`src/rtl/adbg_or1k_stall_pkg.sv`:
```
// Shared types and helpers for the OR1K stall/reset sequencer.
package adbg_or1k_stall_pkg;

    typedef enum logic [1:0] {
        IDLE,
        PRE_STALL,
        RST,
        POST
    } stall_seq_state_t;

    // Width able to hold the largest of the three sequence counts.
    function automatic int cnt_width(input int a, input int b, input int c);
        int m;
        m = a;
        if (b > m) m = b;
        if (c > m) m = c;
        return $clog2(m + 1);
    endfunction

endpackage

```
`src/rtl/adbg_or1k_bp_latch.sv`:
```
// Per-core sticky breakpoint latch; a set in the same cycle as a clear wins.
module adbg_or1k_bp_latch #(
    parameter int unsigned NCORES = 4
) (
    input  logic              clk_i,
    input  logic              rst_i,
    input  logic [NCORES-1:0] set_i,
    input  logic [NCORES-1:0] clr_i,
    output logic [NCORES-1:0] latch_o
);

    logic [NCORES-1:0] latch_q;

    always_ff @(posedge clk_i or posedge rst_i) begin
        if (rst_i) begin
            latch_q <= '0;
        end else begin
            latch_q <= (latch_q & ~clr_i) | set_i;
        end
    end

    assign latch_o = latch_q;

endmodule

```
`src/rtl/adbg_or1k_stall_ctrl.sv`:
```
// CPU-domain stall merge and ordered reset sequencer for an OR1K cluster:
// stall -> wait quiesce/timeout -> reset -> release -> hold stall.
module adbg_or1k_stall_ctrl
    import adbg_or1k_stall_pkg::*;
#(
    parameter int unsigned NCORES      = 4,
    parameter int unsigned RST_CYCLES  = 16,
    parameter int unsigned ACK_TIMEOUT = 255,
    parameter int unsigned POST_HOLD   = 2
) (
    input  logic              cpu_clk_i,
    input  logic              rst_i,
    input  logic [NCORES-1:0] host_stall_i,
    input  logic              host_rst_i,
    input  logic [NCORES-1:0] rst_mask_i,
    input  logic [NCORES-1:0] bp_i,
    input  logic [NCORES-1:0] bp_clr_i,
    input  logic              xtrig_en_i,
    input  logic [NCORES-1:0] stall_ack_i,
    output logic [NCORES-1:0] cpu_stall_o,
    output logic [NCORES-1:0] cpu_rst_o,
    output logic [NCORES-1:0] bp_latched_o,
    output logic              seq_busy_o,
    output logic              timeout_o
);

    localparam int CW = cnt_width(int'(RST_CYCLES), int'(ACK_TIMEOUT), int'(POST_HOLD));

    stall_seq_state_t  state_q, state_d;
    logic [CW-1:0]     cnt_q, cnt_d;
    logic [NCORES-1:0] mask_q, mask_d;
    logic [NCORES-1:0] rst_q, rst_d;
    logic              timeout_q, timeout_d;
    logic              host_rst_q;
    logic              armed_q;
    logic              host_rise;
    logic [NCORES-1:0] latch;
    logic              xt;
    logic [NCORES-1:0] base_stall;

    adbg_or1k_bp_latch #(
        .NCORES (NCORES)
    ) u_bp_latch (
        .clk_i   (cpu_clk_i),
        .rst_i   (rst_i),
        .set_i   (bp_i),
        .clr_i   (bp_clr_i),
        .latch_o (latch)
    );

    // armed_q keeps a level already high when rst_i releases from reading as an edge.
    assign host_rise = armed_q & host_rst_i & ~host_rst_q;

    always_ff @(posedge cpu_clk_i or posedge rst_i) begin
        if (rst_i) begin
            state_q    <= IDLE;
            cnt_q      <= '0;
            mask_q     <= '0;
            rst_q      <= '0;
            timeout_q  <= 1'b0;
            host_rst_q <= 1'b0;
            armed_q    <= 1'b0;
        end else begin
            state_q    <= state_d;
            cnt_q      <= cnt_d;
            mask_q     <= mask_d;
            rst_q      <= rst_d;
            timeout_q  <= timeout_d;
            host_rst_q <= host_rst_i;
            armed_q    <= 1'b1;
        end
    end

    always_comb begin
        state_d   = state_q;
        cnt_d     = cnt_q;
        mask_d    = mask_q;
        timeout_d = timeout_q;
        case (state_q)
            IDLE: begin
                if (host_rise) begin
                    state_d   = PRE_STALL;
                    mask_d    = rst_mask_i;
                    timeout_d = 1'b0;
                    cnt_d     = CW'(ACK_TIMEOUT);
                end
            end
            PRE_STALL: begin
                cnt_d = cnt_q - 1'b1;
                if ((stall_ack_i & mask_q) == mask_q) begin
                    state_d = RST;
                    cnt_d   = CW'(RST_CYCLES);
                end else if (cnt_q == CW'(1)) begin
                    state_d   = RST;
                    cnt_d     = CW'(RST_CYCLES);
                    timeout_d = 1'b1;
                end
            end
            RST: begin
                cnt_d = cnt_q - 1'b1;
                if (cnt_q == CW'(1)) begin
                    state_d = POST;
                    cnt_d   = CW'(POST_HOLD);
                end
            end
            POST: begin
                cnt_d = cnt_q - 1'b1;
                if (cnt_q == CW'(1)) begin
                    state_d = IDLE;
                end
            end
            default: state_d = IDLE;
        endcase
        // Registered reset lines up exactly with the cycles spent in RST.
        rst_d = (state_d == RST) ? mask_d : '0;
    end

    always_comb begin
        seq_busy_o   = (state_q != IDLE);
        xt           = xtrig_en_i & ((|latch) | (|bp_i));
        base_stall   = host_stall_i | bp_i | latch | {NCORES{xt}};
        cpu_stall_o  = base_stall | ({NCORES{seq_busy_o}} & mask_q);
        cpu_rst_o    = rst_q;
        bp_latched_o = latch;
        timeout_o    = timeout_q;
    end

endmodule

```
`config.mk`:
```
export PLATFORM = sky130hd
export DESIGN_NAME = adbg_or1k_stall_ctrl
export DESIGN_NICKNAME = d
export VERILOG_FILES = /design/src/rtl/adbg_or1k_stall_pkg.sv /design/src/rtl/adbg_or1k_bp_latch.sv /design/src/rtl/adbg_or1k_stall_ctrl.sv
export SDC_FILE = /design/constraint.sdc
export NUM_CORES = 1
export LEC_CHECK = 0
export CAP_MARGIN = 40
export CORE_ASPECT_RATIO = 1.25
export CORE_MARGIN = 3
export CORE_UTILIZATION = 46
export CTS_CLUSTER_DIAMETER = 80
export DETAILED_ROUTE_END_ITERATION = 8
export HOLD_SLACK_MARGIN = 0.02
export PLACE_DENSITY = 0.87
export SLEW_MARGIN = 15
export SYNTH_ARGS = -nofsm -noshare
export SYNTH_HDL_FRONTEND = slang
export SYNTH_HIERARCHICAL = 1
export SYNTH_SLANG_ARGS = --single-unit
```
`constraint.sdc`:
```
create_clock -name cpu_clk_i -period 2.1 [get_ports cpu_clk_i]
set_input_delay 0.525 -clock cpu_clk_i [delete_from_list [all_inputs] [get_ports cpu_clk_i]]
set_output_delay 0.525 -clock cpu_clk_i [all_outputs]
set_load 0.005 [all_outputs]
```
==> impl_metrics.toml <==
[outcome]
status = "finished with violations"
failed_checks = "setup timing"

[layout]
fill_cells = 167
drive_above_1_share_pct = 25.14
n_antenna_cell = 0
syn_to_final_growth_pct = 48.14
num-nets-final = 202
stdcell_area_um2 = 1898

[timing]
setup_viol = 5
rsz0062_at_grt = "yes"
max-slew-margin-rel_pct = 65.47
timing.final.crit_share_pct = 102.8
worst_slew_pin_slew_ns = 0.5140
finalHoldViolations = 0
fmax_mhz = 463.2
fin_ws_ns = -0.05903
maxSlewViolCount = 0
skew_ns = 0.003614
min_period_ns = 2.159

[clocking]
cts_tree = "done"
cts.path.max_buffers = 2
htree_levels = 1
clockRootBuffer = "clkbuf_4"
cts_sinks = 25
clkTransAtPathRegs_ns = 0.13
clk-insertion-delay-late_ns = 0.33
cts_made_buffers = 3

[min_path]
hp-class = "in2async"

[worst_setup_path]
timing.rr.end = "cpu_rst_o[2]$_DFF_PP0_"
required_ns = 1.57
reg2reg_slack_ns = 0.23
crit_start = "bp_i[3]"
ff2ff_path_depth = 6
worstSetupPathType = "in2out"
rr_startpoint = "cnt_q[1]$_DFFE_PP0N_"
end_kind = "primary output"
worst-path-max-fanout = 3
worstPathArrival_ns = 1.63
start_kind = "primary input"

[global_route]
antenna_found_initial = 0
grt_pass1_wl_um = 5913
grtUsageTotal_pct = 23.17
grt_start_max_net_pins = 22
grt_pass1_vias = 1291
overflow = 0

[logic_synthesis]
ys_seq_area_share_pct = 48.83
yosys_warnings = 6
synth.most_common_cell = "dfrtp_1"
synth_edf_count = 0
ys_types = 36
synthCells = 121
ys.flop_type = "dfrtp_1"
synth_top_area_share_pct = 48.83
synth.largest_area_cell = "dfrtp_1"
synth_area_leaders = "dfrtp_1 49%, inv_1 3.8%, a21o_1 3.5%"
async_flop_share_pct = 100.0
synth.net_count = 147
netlist_top_cells_count = "25 x dfrtp_1, 13 x inv_1, 7 x nand2b_1"
syn_area_um2 = 1281
ys_ff_latch = 25
synth_area_per_cell_um2 = 10.59

[drt]
viasPerCell = 5.899
wirelength_um = 3655
drt-pass1-iter-count = 4
drc = 0
vias = 1227
routedWlPerCell_um = 17.57
drtIter0Drc = 27
ant_nets = 0

[die]
io_pins = 38
start_util_pct = 50.20
dieArea_um2 = 3459
fp.dieH_um = 65.01
fp.dieW_um = 53.21
core_area_um2 = 2552
rows = 20

[placed_design]
port_buffers = 37
placed_cell_area_um2 = 1732
place_ws_ns = -0.4642
gp_congestion = 0.8131
hpwlAfterDp_um = 2499

[power_and_ir_drop]
peakVddDrop_mv = 0.3378
p_leak_nw = 0.8125
power.density_nw_per_um2 = 436.5

[run]
maxCapViolCount = 0
## per-layer routing
metal	global-route usage [%]	part of all wire, %
met2	40.95	53
met5	0	0
met1	27.45	39
met3	4.368	5.1
met4	7.029	2.5
## worst max-delay path, cell delays in order
cell and delay [ns]:
dlygate4sd2_1 0.29, nor4_2 0.31, a21boi_2 0.11, buf_4 0.14
nand2b_1 0.13, buf_2 0.13
## metrics by stage
stage / hold WS, ns / std cells / power, mW / setup TNS [ns] / utilization, %
5_1_grt: 0.4066 / 208 / 0.8604 / -0.6365 / 74.36
4_1_cts: 0.4038 / 205 / 0.8202 / 0 / 72.01
2_1_floorplan: 0.2911 / 121 / 0.5227 / 0 / -
3_3_place_gp: 0.4998 / 196 / 0.5881 / -1.610 / 67.84
6_report: 0.3946 / 208 / 0.8285 / -0.2178 / 74.36
3_5_place_dp: 0.5014 / 196 / 0.5907 / -1.805 / 67.84
## cells in the final DEF (no fill, tap or decap), types with 4 or more instances in the layout
cell	n
mux2_2	4
a21o_1	6
a211oi_1	4
dfrtp_1	23
nand2b_1	7
buf_2	4
nor2_1	4
a21boi_0	4
clkdlybuf4s50_1	28
inv_1	12
buf_4	15
nand2_1	6
a21oi_1	6
dlygate4sd2_1	4
## how the worst max path moves through the flow
stage                endpoint  slack [ns]
2_1_floorplan  cpu_stall_o[0]        0.12
3_3_place_gp   cpu_stall_o[2]       -0.40
4_1_cts            seq_busy_o       0.004
6_report       cpu_stall_o[2]       -0.06
3_5_place_dp   cpu_stall_o[3]       -0.46
5_1_grt        cpu_stall_o[2]       -0.17
## registers in the layout (all words and copies together), names as in the netlist
register and count:
timeout_o 1, mask_q 4, cnt_q 8, cpu_rst_o 4, armed_q 1, u_bp_latch/latch_o 4
state_q 2, host_rst_q 1
## report_power, final
group | switching (mW) | internal, mW | total, mW
registers | 0.00616 | 0.489 | 0.495
clock network | 0.150 | 0.0746 | 0.224
logic | 0.0421 | 0.0668 | 0.109
## layout make-up
type,count,area (µm²),share of cell area [%]
Timing Repair Buffer,53,470.5,24.79
Multi-Input combinational cell,80,680.7,35.86
Inverter,13,51.30,2.703
Tap cell,33,41.29,2.175
Sequential cell,25,628.1,33.09
Clock buffer,4,26.28,1.384
## logic make-up (layout without fill, tap and decap cells)
kind of cell | Yosys count | count (layout) | share of synthesized area, %
AO/OA/AOI/OAI | 39 | 39 | 24.12
AND/OR/NAND/NOR | 32 | 32 | 14.45
flip-flops | 25 | 25 | 48.83
buffers and inverters | 16 | 70 | 5.469
multiplexers | 4 | 4 | 3.515
adder cells (fa/ha/maj) | 2 | 2 | 1.953
XOR/XNOR | 2 | 2 | 1.367
other | 1 | 1 | 0.2927
## what timing repair did
action / 4_1_cts / 5_1_grt
gates cloned: 0 / 0
setup endpoints to repair: 5 / 5
hold endpoints to repair: 0 / 0
setup buffers: 5 / 3
gates resized for setup: 41 / 5
hold buffers: 0 / 0
pin swaps: 5 / 3
Power figures use the tool's default switching activity.
